===== config.mk =====
export PLATFORM = sky130hd
export DESIGN_NAME = seq_magnitude_comparator
export DESIGN_NICKNAME = d
export VERILOG_FILES = /design/src/rtl/seq_magnitude_comparator.sv
export SDC_FILE = /design/constraint.sdc
export NUM_CORES = 1
export LEC_CHECK = 0
export CORE_ASPECT_RATIO = 0.7
export CORE_MARGIN = 1.5
export CORE_UTILIZATION = 54
export DETAILED_ROUTE_END_ITERATION = 8
export GPL_ROUTABILITY_DRIVEN = 0
export PLACE_DENSITY = 0.82
export SYNTH_ARGS = -nofsm -noshare
export SYNTH_HDL_FRONTEND = slang
export SYNTH_SLANG_ARGS = --single-unit
export TNS_END_PERCENT = 100

===== constraint.sdc =====
create_clock -name clk -period 4.64 [get_ports clk]
set_clock_uncertainty 0.05 [all_clocks]
set_input_delay 0.696 -clock clk [delete_from_list [all_inputs] [get_ports clk]]
set_output_delay 0.696 -clock clk [all_outputs]
set_load 0.03 [all_outputs]

===== src/rtl/seq_magnitude_comparator.sv =====
// Multi-cycle magnitude comparator.
// Compares two WIDTH-bit operands CHUNK bits per clock, starting with the
// most significant chunk, and stops at the first chunk that differs.
// Signed compares flip the sign bit of both operands at capture. This
// offset-binary mapping lets one unsigned chunk compare serve both modes.
//
// Handshake: a compare is accepted on a rising edge where start=1 and
// busy=0. busy stays high while chunks are being compared. done pulses for
// one cycle, and in that cycle busy=0, so a new start is accepted with no
// gap. g/eq/l are registered and hold their value until the next done.
// start is ignored while busy=1.
module seq_magnitude_comparator #(
    parameter int WIDTH = 16,
    parameter int CHUNK = 4
) (
    input  logic             clk,
    input  logic             rst_n,
    input  logic             start,
    input  logic             signed_mode,
    input  logic [WIDTH-1:0] a,
    input  logic [WIDTH-1:0] b,
    output logic             busy,
    output logic             done,
    output logic             g,
    output logic             eq,
    output logic             l
);

    localparam int NCHUNK = WIDTH / CHUNK;
    localparam int IDX_W  = (NCHUNK > 1) ? $clog2(NCHUNK) : 1;
    localparam logic [IDX_W-1:0] LAST_IDX = IDX_W'(NCHUNK - 1);

    localparam logic [0:0] IDLE = 1'b0;
    localparam logic [0:0] CMP  = 1'b1;

    logic [0:0]       state;
    logic [WIDTH-1:0] sh_a;
    logic [WIDTH-1:0] sh_b;
    logic [WIDTH-1:0] flip;
    logic [IDX_W-1:0] idx;
    logic [CHUNK-1:0] top_a;
    logic [CHUNK-1:0] top_b;

    // Sign-bit mask applied at capture when a signed compare is requested
    always_comb begin
        flip = '0;
        flip[WIDTH-1] = signed_mode;
    end

    assign top_a = sh_a[WIDTH-1 -: CHUNK];
    assign top_b = sh_b[WIDTH-1 -: CHUNK];

    // busy is a direct decode of the state register, so it has no input path
    assign busy = (state == CMP);

    // Capture operands, walk chunks MSB first, and register held results
    always_ff @(posedge clk or negedge rst_n) begin
        if (!rst_n) begin
            state <= IDLE;
            sh_a  <= '0;
            sh_b  <= '0;
            idx   <= '0;
            done  <= 1'b0;
            g     <= 1'b0;
            eq    <= 1'b0;
            l     <= 1'b0;
        end else begin
            done <= 1'b0;
            case (state)
                IDLE: begin
                    if (start) begin
                        sh_a  <= a ^ flip;
                        sh_b  <= b ^ flip;
                        idx   <= '0;
                        state <= CMP;
                    end
                end
                CMP: begin
                    if (top_a != top_b) begin
                        g     <= (top_a > top_b);
                        l     <= (top_a < top_b);
                        eq    <= 1'b0;
                        done  <= 1'b1;
                        state <= IDLE;
                    end else if (idx == LAST_IDX) begin
                        g     <= 1'b0;
                        l     <= 1'b0;
                        eq    <= 1'b1;
                        done  <= 1'b1;
                        state <= IDLE;
                    end else begin
                        sh_a <= sh_a << CHUNK;
                        sh_b <= sh_b << CHUNK;
                        idx  <= idx + IDX_W'(1);
                    end
                end
                default: state <= IDLE;
            endcase
        end
    end

endmodule


==> results.md, run 1 <==
- F_max: 0.413 GHz
- H-Tree Level Count: 2
- Max-slew violations: 0
- Area leader, netlist: dfrtp_1
- Die height: between 50 and 60 µm
- Routed Wire Length: between 3000 and 4000 µm
- CP required: between 4 and 5 ns
- Wire length on met1: between 1500 and 2000 µm
- Share of layout cells above drive strength 1: a little over an eighth
- Remaining antenna violation count: 0
- Post-Synth Adder-Cell Area: 3.26%
- First-pass GRT wire length: 6360 µm
- Sequential area share after synthesis: 50.8%
- Mapped Avg Cell Area: 10.5 µm²
- Met2 wire length: 1750 µm
- Core box area: 3280 µm²
- Post-synthesis mux area share: 12.0%
- Top cells by area, synth: dfrtp_1, mux2i_1, a21oi_2, nor2_1, nand2_1
- Vias after detailed routing: 1432
- Fin Setup TNS: 0 ns
- Reg2Reg Depth: 5
- Vias in the first global route: between 1k and 1.5k
- Hold Buf Count CTS: 0
- Routed wire per std cell: 14.2 µm
- Longest Clk Path Bufs: 2
- Initial antenna violation count: 0
- Syn Inst Count: approximately 180
- Max Cap Viol: 0
- Fin. Hold Viols: 0
- Pin count of the biggest net entering global routing: 47
- Worst R2R Start: sh_a[13]
- Complex-gate fraction of the synthesized area: about 15%
- Crit Path Class: reg2reg
- Critical Path AT: 2.58 ns
- Simple-gate share of the synthesized area: 12.5%
- Clk Latency, worst-skew pair: 0.29 ns
- Fill cells: ~240
- Die ar.: 3930 µm²
- Post-CTS Setup Bufs: 0
- Worst-Margin Slew: between 1 and 1.5 ns
- Clock Pin Slew Worst Setup and Hold Paths: 0.08 ns
- Die Span X: 74.3 µm
- Syn nets: 223
- WL met3: 168 µm
- Drt via density: 5.34
- CTS resizes: 0
- Status: complete, no violations
- Post-DP HPWL: between 2000 and 3000 µm
- CP endpoint kind: register
- Min Clock Period, post-route: between 2 and 2.5 ns
- Num CTS Buffers: 5
- Worst R2R Setup Slack: 2.22 ns
- Reg2reg end: sh_a[11]
- CP Launch Type: register
- Sequential Area: 976 µm²
- Leak: 1.03 nW
- Top sig layer: met4
- CTS sink count: 39
- Share of the clock period used by the worst path after layout: 52.1%
- ANT cells: 0
- Root Driver: clkbuf_8
- Max_slew headroom: 13.8%
- DRC: 0
- Rows: 17
- Initial detailed-routing violation count: 76
- Global Route Usage Sum: between 20% and 30%
- Congestion Overflow GR: 0
- Flops & latches, synth: 39
- Syn-to-layout area delta: 25.2%
- Area of the multi-input gates: 842 µm²
- Top-area cell type share of the netlist area: 50.8%
- Type of the worst min-delay path: in2async
- Number of port buffers: 40
- Synthesis Warnings: 0
- Initial Util: 58.6%
- Post-synthesis xor/xnor area fraction: 0.913%
- RSZ-0062 raised after global routing: false
- Combinational family with the most area after synthesis: compound AO/OA/AOI/OAI gates
- Io pins: 41
- Core Util, Final: 73.3%
- VDD IR max: around 0.28 mV
- Cell Pwr Density: between 600 and 700 nW/µm²
- Mapped Area: around 1900 µm²
- Drt pass-1 iters: 4
- CTS tree: yes
- # setup viols final: 0
- Final #Nets: 261
- Yosys cell types: 24
- Maximum fanout along the worst path: 46
==> through the flow <==
stage	area (µm²)	worst slack, ns	cells	total power [W]	hold slack (ns)
floorplan	1920	3.07	182	0.00108	0.350
global placement	2300	2.19	260	0.00119	0.433
detailed placement	2300	2.07	260	0.00122	0.437
CTS	2400	2.24	268	0.00148	0.463
global route	2400	2.05	268	0.00158	0.482
finish	2400	2.22	268	0.00146	0.456
==> cells by family (layout without fill, tap and decap cells) <==
| group | after synthesis | count (layout) |
|---|---|---|
| compound gates | 42 | 42 |
| xor+xnor | 2 | 2 |
| fa+ha+maj | 5 | 5 |
| buf+inv | 16 | 55 |
| flops | 39 | 39 |
| mux | 23 | 23 |
| simple gates | 55 | 55 |
==> critical path, cell delays in order, from the launching register on <==
cell     delay (ns)
dfrtp_1        0.41
ha_1           0.36
nand4_4        0.16
o21ai_4        1.03
nor2_1         0.16
a21oi_2        0.16
==> sequential cells by signal, summed over array words and instances (netlist names) <==
register  cells
g             1
idx           2
sh_b         16
done          1
eq            1
l             1
sh_a         16
busy          1
==> where the power goes <==
part / switching (W) / total [W] / internal [W]
sequential: 0.0000939 / 0.000590 / 0.000496
combinational: 0.000359 / 0.000629 / 0.000269
clock: 0.000110 / 0.000246 / 0.000136
==> routing by layer <==
metal | global-route usage [%] | vias to the layer above
met5 | 0 | -
met4 | 12.4 | 0
met3 | 6.67 | 9
met2 | 35.9 | 40
met1 | 27.7 | 688
li1 | - | 695
==> how the worst max path moves through the flow <==
stage	start	endpoint	slack [ns]
after floorplan	sh_a[15]	sh_a[5]	3.07
after global placement	start	idx[0]	2.19
after detailed placement	start	sh_a[11]	2.07
after CTS	sh_a[13]	sh_b[10]	2.24
after global routing	sh_a[13]	sh_b[12]	2.05
final	sh_a[13]	sh_a[11]	2.22
==> layout make-up <==
| type | count | share of cell area [%] |
|---|---|---|
| clock buffers | 8 | 4.17 |
| inverters | 6 | 0.938 |
| multi-input cells | 127 | 35.1 |
| flip-flops and latches | 39 | 40.6 |
| well taps | 47 | 2.45 |
| repair buffers | 41 | 16.8 |
==> placed cells by master, fill, tap and decap left out, types with 5 or more instances in the layout <==
| master | n |
|---|---|
| dfrtp_1 | 39 |
| clkdlybuf4s50_1 | 39 |
| nor2_1 | 25 |
| mux2i_1 | 23 |
| nand2_1 | 22 |
| a21oi_2 | 16 |
| o21ai_0 | 10 |
| a21oi_1 | 10 |
| clkbuf_8 | 7 |
| inv_1 | 6 |
| ha_1 | 5 |
==> synthesized netlist by cell type (all sizes together) <==
| cell type | number |
|---|---|
| nor2b | 1 |
| a31o | 1 |
| nand2b | 2 |
| ha | 5 |
| or2 | 1 |
| and3 | 1 |
| nand3 | 2 |
| dfrtp | 39 |
| nand2 | 22 |
| o22ai | 2 |
| inv | 6 |
| nand4 | 1 |
| mux2i | 23 |
| nor2 | 25 |
| xor2 | 2 |
| a21oi | 26 |
| a211oi | 2 |
| buf | 10 |
| o21ai | 11 |
(Power assumes the default switching activity.)
==> run 2, diff against run 1 <==
--- a/config.mk
+++ b/config.mk
@@ -7,10 +7,10 @@
 export LEC_CHECK = 0
 export CORE_ASPECT_RATIO = 0.7
 export CORE_MARGIN = 1.5
-export CORE_UTILIZATION = 54
+export CORE_UTILIZATION = 45
 export DETAILED_ROUTE_END_ITERATION = 8
 export GPL_ROUTABILITY_DRIVEN = 0
-export PLACE_DENSITY = 0.82
+export PLACE_DENSITY = 0.73
 export SYNTH_ARGS = -nofsm -noshare
 export SYNTH_HDL_FRONTEND = slang
 export SYNTH_SLANG_ARGS = --single-unit
==> constraint.sdc (replaced) <==
create_clock -name clk -period 2.08 [get_ports clk]
set_clock_uncertainty 0.05 [all_clocks]
set_input_delay 0.312 -clock clk [delete_from_list [all_inputs] [get_ports clk]]
set_output_delay 0.312 -clock clk [all_outputs]
set_load 0.03 [all_outputs]
==> run 2 against run 1 <==
  * Register-to-register slack worse by 1.9 ns
  * Non-clock buffer count up 6
  * Maximum frequency up 41%
  * Total power up 120%
  * Clock-buffer cell count down 2
  * Sequential power up 120%
  * Wire length up 0.13%
==> results.md, run 2 (same netlist as run 1, synthesis figures left out) <==
- Status: complete, no violations
- Longest Clk Path Bufs: 2
- Die height: around 58 µm
- Congestion Overflow GR: 0
- CP endpoint kind: register
- Vias in the first global route: 1397
- RSZ-0062 raised after global routing: false
- Sequential Area: 976 µm²
- Maximum fanout along the worst path: 17
- Drt pass-1 iters: 4
- Routed wire per std cell: approximately 14 µm
- Placed insts: 271
- Initial antenna violation count: 0
- Rows: 19
- Share of the clock period used by the worst path after layout: 82.7%
- Fin cells: 277
- Most common cell after layout, fill and taps aside: dfrtp_1
- Vias after detailed routing: 1396
- Worst path cell trace: ha_1 > nand4_4 > o21ai_4 > buf_4 > nor2_1 > a21oi_2
- Buf+Inv Stages, Crit Path: 1
- Fin Setup TNS: 0 ns
- CP peak stage delay: 0.39 ns
- Sw Share: 38.6%
- Cell-internal power: roughly 0.0020 W
- CTS sink count: 39
- Post-DP HPWL: 2790 µm
- CTS resizes: 0
- Final #Nets: between 200 and 300
- Number of port buffers: 40
- Drt via density: 5.04
- Remaining antenna violation count: 0
- Routed Wire Length: 3800 µm
- Root Driver: clkbuf_8
- Fill cells: 340
- CTS tree: yes
- # setup viols final: 0
- Leak: 1.05 nW
- Clk Latency, worst-skew pair: around 0.28 ns
- Register share of total power: 40.9%
- Most frequent cells in the layout: dfrtp_1, clkdlybuf4s50_1, nor2_1, mux2i_1, nand2_1
- Worst R2R Start: sh_a[15]
- Initial detailed-routing violation count: 55
- ANT cells: 0
- Crit path max-delay cell type: dfrtp_1
- Area of the multi-input gates: roughly 840 µm²
- CP required: 2.24 ns
- Share of layout cells above drive strength 1: 15.1%
- Max Cap Viol: 0
- Power consumption: about 0.0032 W
- Crit path setup slack, layout: around 0.36 ns
- Die ar.: 4670 µm²
- Type of the worst min-delay path: in2async
- DP Worst Slack: 0.358 ns
- DRC: 0
- Combinational share of power: 44.8%
- Global Route Usage Sum: 18.5%
- Hold Buf Count CTS: 0
- Origin of the worst setup path: sh_a[15]
- Max_slew headroom: 43.5%
- Core Util, Final: around three fifths
- Top delay family on crit path: flip-flops
- Num CTS Buffers: 5
- Max-slew violations: 0
- Crit Path Class: reg2reg
- Initial Util: 48.1%
- Largest registers: sh_a (16), sh_b (16), idx (2)
- F_max: 0.581 GHz
- Syn-to-layout area delta: 26.9%
- CP Launch Type: register
- Switching Power: 0.00125 W
- VDD IR max: around 0.66 mV
- Io pins: 41
- Min Clock Period, post-route: roughly 1.7 ns
- Cell Pwr Density: 1330 nW/µm²
- Post-CTS Setup Bufs: 0
- Clock Pin Slew Worst Setup and Hold Paths: 0.07 ns
- Fin. Hold Viols: 0
- Clock Power Share: between 10% and 20%
- Core box area: 3990 µm²
- Die Span X: slightly above 80 µm
- Critical Path AT: about 1.9 ns
- Pin count of the biggest net entering global routing: 40
- H-Tree Level Count: 2
- First-pass GRT wire length: between 6000 and 7000 µm
- Worst-Margin Slew: 0.847 ns
[run 2: cell count changes in the layout (fill, tap and decap cells not counted), sizes merged]
cell / previous run / this run
clkbuf: 8 / 6
buf: 2 / 9
clkdlybuf4s50: 39 / 38
[run 2: final cells by class]
class / instances / area share, %
timing repair buffer: 47 / 18.8
tap: 52 / 2.67
clock buffer: 6 / 2.98
inverter: 6 / 0.924
sequential: 39 / 40.1
multi-input combinational: 127 / 34.6
[run 2: power by group through the flow]
stage	logic [W]	clock network [W]	registers, W
global placement	0.00142	0	0.00131
finish	0.00145	0.000462	0.00132
CTS	0.00147	0.000473	0.00132
global route	0.00162	0.000504	0.00136
floorplan	0.00109	0	0.00133
detailed placement	0.00147	0	0.00134
[run 2: routing by layer]
layer,part of all wire (%),track usage [%]
met1,47,23.8
met2,48,31.3
met3,4.0,4.72
met4,1.2,5.17
met5,0,0
[run 2: stage by stage]
| stage | cell area [µm²] | hold WS [ns] |
|---|---|---|
| 2_1_floorplan | 1920 | -0.0336 |
| 3_3_place_gp | 2360 | 0.408 |
| 3_5_place_dp | 2360 | 0.423 |
| 4_1_cts | 2440 | 0.118 |
| 5_1_grt | 2440 | 0.148 |
| 6_report | 2440 | 0.0795 |
[run 2: final timing paths]
| check | to | slack [ns] | cells past startpoint |
|---|---|---|---|
| max | sh_b[12] | 0.36 | 6 |
| min | sh_a[13] | 0.08 | 1 |
| max reg2reg | sh_b[12] | 0.36 | 6 |
| min reg2reg | idx[0] | 0.44 | 1 |
| max in group asynchronous | eq | 1.37 | 1 |
| min in group clk | idx[0] | 0.44 | 1 |
==> run 3, diff against run 2 <==
--- a/config.mk
+++ b/config.mk
@@ -7,10 +7,10 @@
 export LEC_CHECK = 0
 export CORE_ASPECT_RATIO = 0.7
 export CORE_MARGIN = 1.5
-export CORE_UTILIZATION = 45
+export CORE_UTILIZATION = 50
 export DETAILED_ROUTE_END_ITERATION = 8
 export GPL_ROUTABILITY_DRIVEN = 0
-export PLACE_DENSITY = 0.73
+export PLACE_DENSITY = 0.77
 export SYNTH_ARGS = -nofsm -noshare
 export SYNTH_HDL_FRONTEND = slang
 export SYNTH_SLANG_ARGS = --single-unit
==> constraint.sdc (replaced) <==
create_clock -name clk -period 1.7 [get_ports clk]
set_clock_uncertainty 0.05 [all_clocks]
set_input_delay 0.255 -clock clk [delete_from_list [all_inputs] [get_ports clk]]
set_output_delay 0.255 -clock clk [all_outputs]
set_load 0.03 [all_outputs]
==> run 3 against run 2 <==
  * The run now ends with setup timing left
  * Sequential power rose by 26%
  * Via count rose by 9.0%
  * Clock-buffer cell count unchanged
  * Die area down 9.6%
  * Sequential cell count stayed put
  * Hold slack better by 0.36 ns
  * Critical path type unchanged
  * Critical endpoint is now sh_a[13]
  * Largest cell class unchanged
==> results.md, run 3 (same netlist as run 1, synthesis figures left out) <==
- Status: finished with violations
- Failing checks: setup timing
- Initial detailed-routing violation count: 90
- Remaining antenna violation count: 0
- Die Span X: 77.1 µm
- Congestion Overflow GR: 0
- CP endpoint kind: register
- Share of layout cells above drive strength 1: 24.5%
- Crit Path Class: reg2reg
- H-Tree Level Count: 2
- VDD IR max: 0.939 mV
- Final #Nets: 281
- Min Clock Period, post-route: 1.74 ns
- Vias after detailed routing: between 1.5k and 2k
- CTS sink count: 39
- Drt pass-1 iters: 4
- Num CTS Buffers: 5
- ANT cells: 0
- Root Driver: clkbuf_8
- Global Route Usage Sum: ~20%
- Cell Pwr Density: 1800 nW/µm²
- Crit path setup slack, layout: -0.0407 ns
- CP Launch Type: register
- Critical Path AT: 1.90 ns
- Clk Latency, worst-skew pair: 0.28 ns
- Type of the worst min-delay path: reg2reg
- RSZ-0062 raised after global routing: true
- Max_slew headroom: 67.8%
- Initial Util: a little over half
- Share of the clock period used by the worst path after layout: 102%
- DP Worst Slack: 0.0196 ns
- CP required: 1.86 ns
- First-pass GRT wire length: 6420 µm
- Wire length on met1: 2090 µm
- Fill cells: 240
- Io pins: 41
- Max-slew violations: 0
- DRC: 0
- Clock Pin Slew Worst Setup and Hold Paths: roughly 0.080 ns
- CTS tree: yes
- Largest registers: sh_a (16), sh_b (16), idx (2)
- Post-DP HPWL: 2730 µm
- Most frequent cells in the layout: dfrtp_1, clkdlybuf4s50_1, mux2i_1, nand2_1, nor2_1
- Fin. Hold Viols: 0
- Syn-to-layout area delta: 43.2%
- Vias in the first global route: 1390
- WL met3: 192 µm
- # setup viols final: 10
- Maximum fanout along the worst path: 5
- Most common cell after layout, fill and taps aside: dfrtp_1
- Routed wire per std cell: approximately 16 µm
- Met2 wire length: 2310 µm
- Core box area: 3600 µm²
- F_max: 0.574 GHz
- Routed Wire Length: between 4000 and 5000 µm
- Initial antenna violation count: 0
- Top sig layer: met4
- Number of port buffers: 40
- Die height: 54.8 µm
- Leak: 1.18 nW
- Longest Clk Path Bufs: 2
- Worst-Margin Slew: 0.483 ns
- Pin count of the biggest net entering global routing: 40
- Drt via density: 5.23
- Power consumption: 0.00494 W
- Rows: 18
- Max Cap Viol: 0
- Die ar.: 4230 µm²
[run 3: cell count changes in the layout (fill, tap and decap cells not counted), sizes merged]
cell,change
buf,+10
clkbuf,+3
bufinv,+2
dlygate4sd3,+1
[run 3: layout make-up]
type / instances / area (µm²) / share of cell area, %
Clock buffer: 6 / 72.6 / 2.64
Clock inverter: 2 / 60.1 / 2.19
Inverter: 6 / 22.5 / 0.820
Multi-Input combinational cell: 127 / 905 / 32.9
Sequential cell: 39 / 976 / 35.5
Tap cell: 50 / 62.6 / 2.28
Timing Repair Buffer: 61 / 649 / 23.6
[run 3: path summary, 6_finish.rpt]
check	startpoint	slack (ns)	end	cells after the start
min reg2reg	idx[0]	0.44	idx[0]	1
max	sh_a[12]	-0.04	sh_a[13]	8
max reg2reg	sh_a[12]	-0.04	sh_a[13]	8
max in group asynchronous	rst_n	0.75	sh_a[13]	3
min in group asynchronous	rst_n	0.51	sh_a[1]	3
min	idx[0]	0.44	idx[0]	1
[run 3: where the power goes]
part           switching [W]  leakage [nW]  total [W]  internal, W
Clock               0.000316        0.0654   0.000903     0.000587
Sequential          0.000304         0.453    0.00166      0.00135
Combinational        0.00118         0.660    0.00238      0.00120
Total                0.00180          1.18    0.00494      0.00314
[run 3: stage by stage]
stage	hold slack, ns	instances	setup TNS [ns]	utilization, %	cell area [µm²]
final	0.436	291	-0.167	76.3	2750
after global routing	0.466	291	-1.39	76.3	2750
after CTS	0.442	279	0	70.2	2530
after detailed placement	0.286	269	0	65.5	2360
after global placement	0.275	269	0	65.5	2360
after floorplan	-0.0906	182	0	-	1920
[run 3: routing by layer]
metal | GRT usage, % | vias to the layer above
met1 | 26.0 | 741
met2 | 34.8 | 35
met5 | 0 | -
met3 | 5.50 | 7
met4 | 6.36 | 0
li1 | - | 739
[run 3: repair_timing]
action,in CTS,in global routing
gates cloned,1,4
buffers inserted,0,8
endpoints found under the setup margin,2,25
hold endpoints to repair,39,0
pin swaps,1,3
resized for setup,1,12
hold buffers,1,0
[run 3: worst max-delay path, cell delays in order (launching register included)]
cell       delay, ns
dfrtp_1         0.37
inv_1           0.09
ha_4            0.28
nand4_4         0.13
o21ai_4         0.27
buf_4           0.19
clkbuf_16       0.15
nor2_2          0.04
a21oi_2         0.11
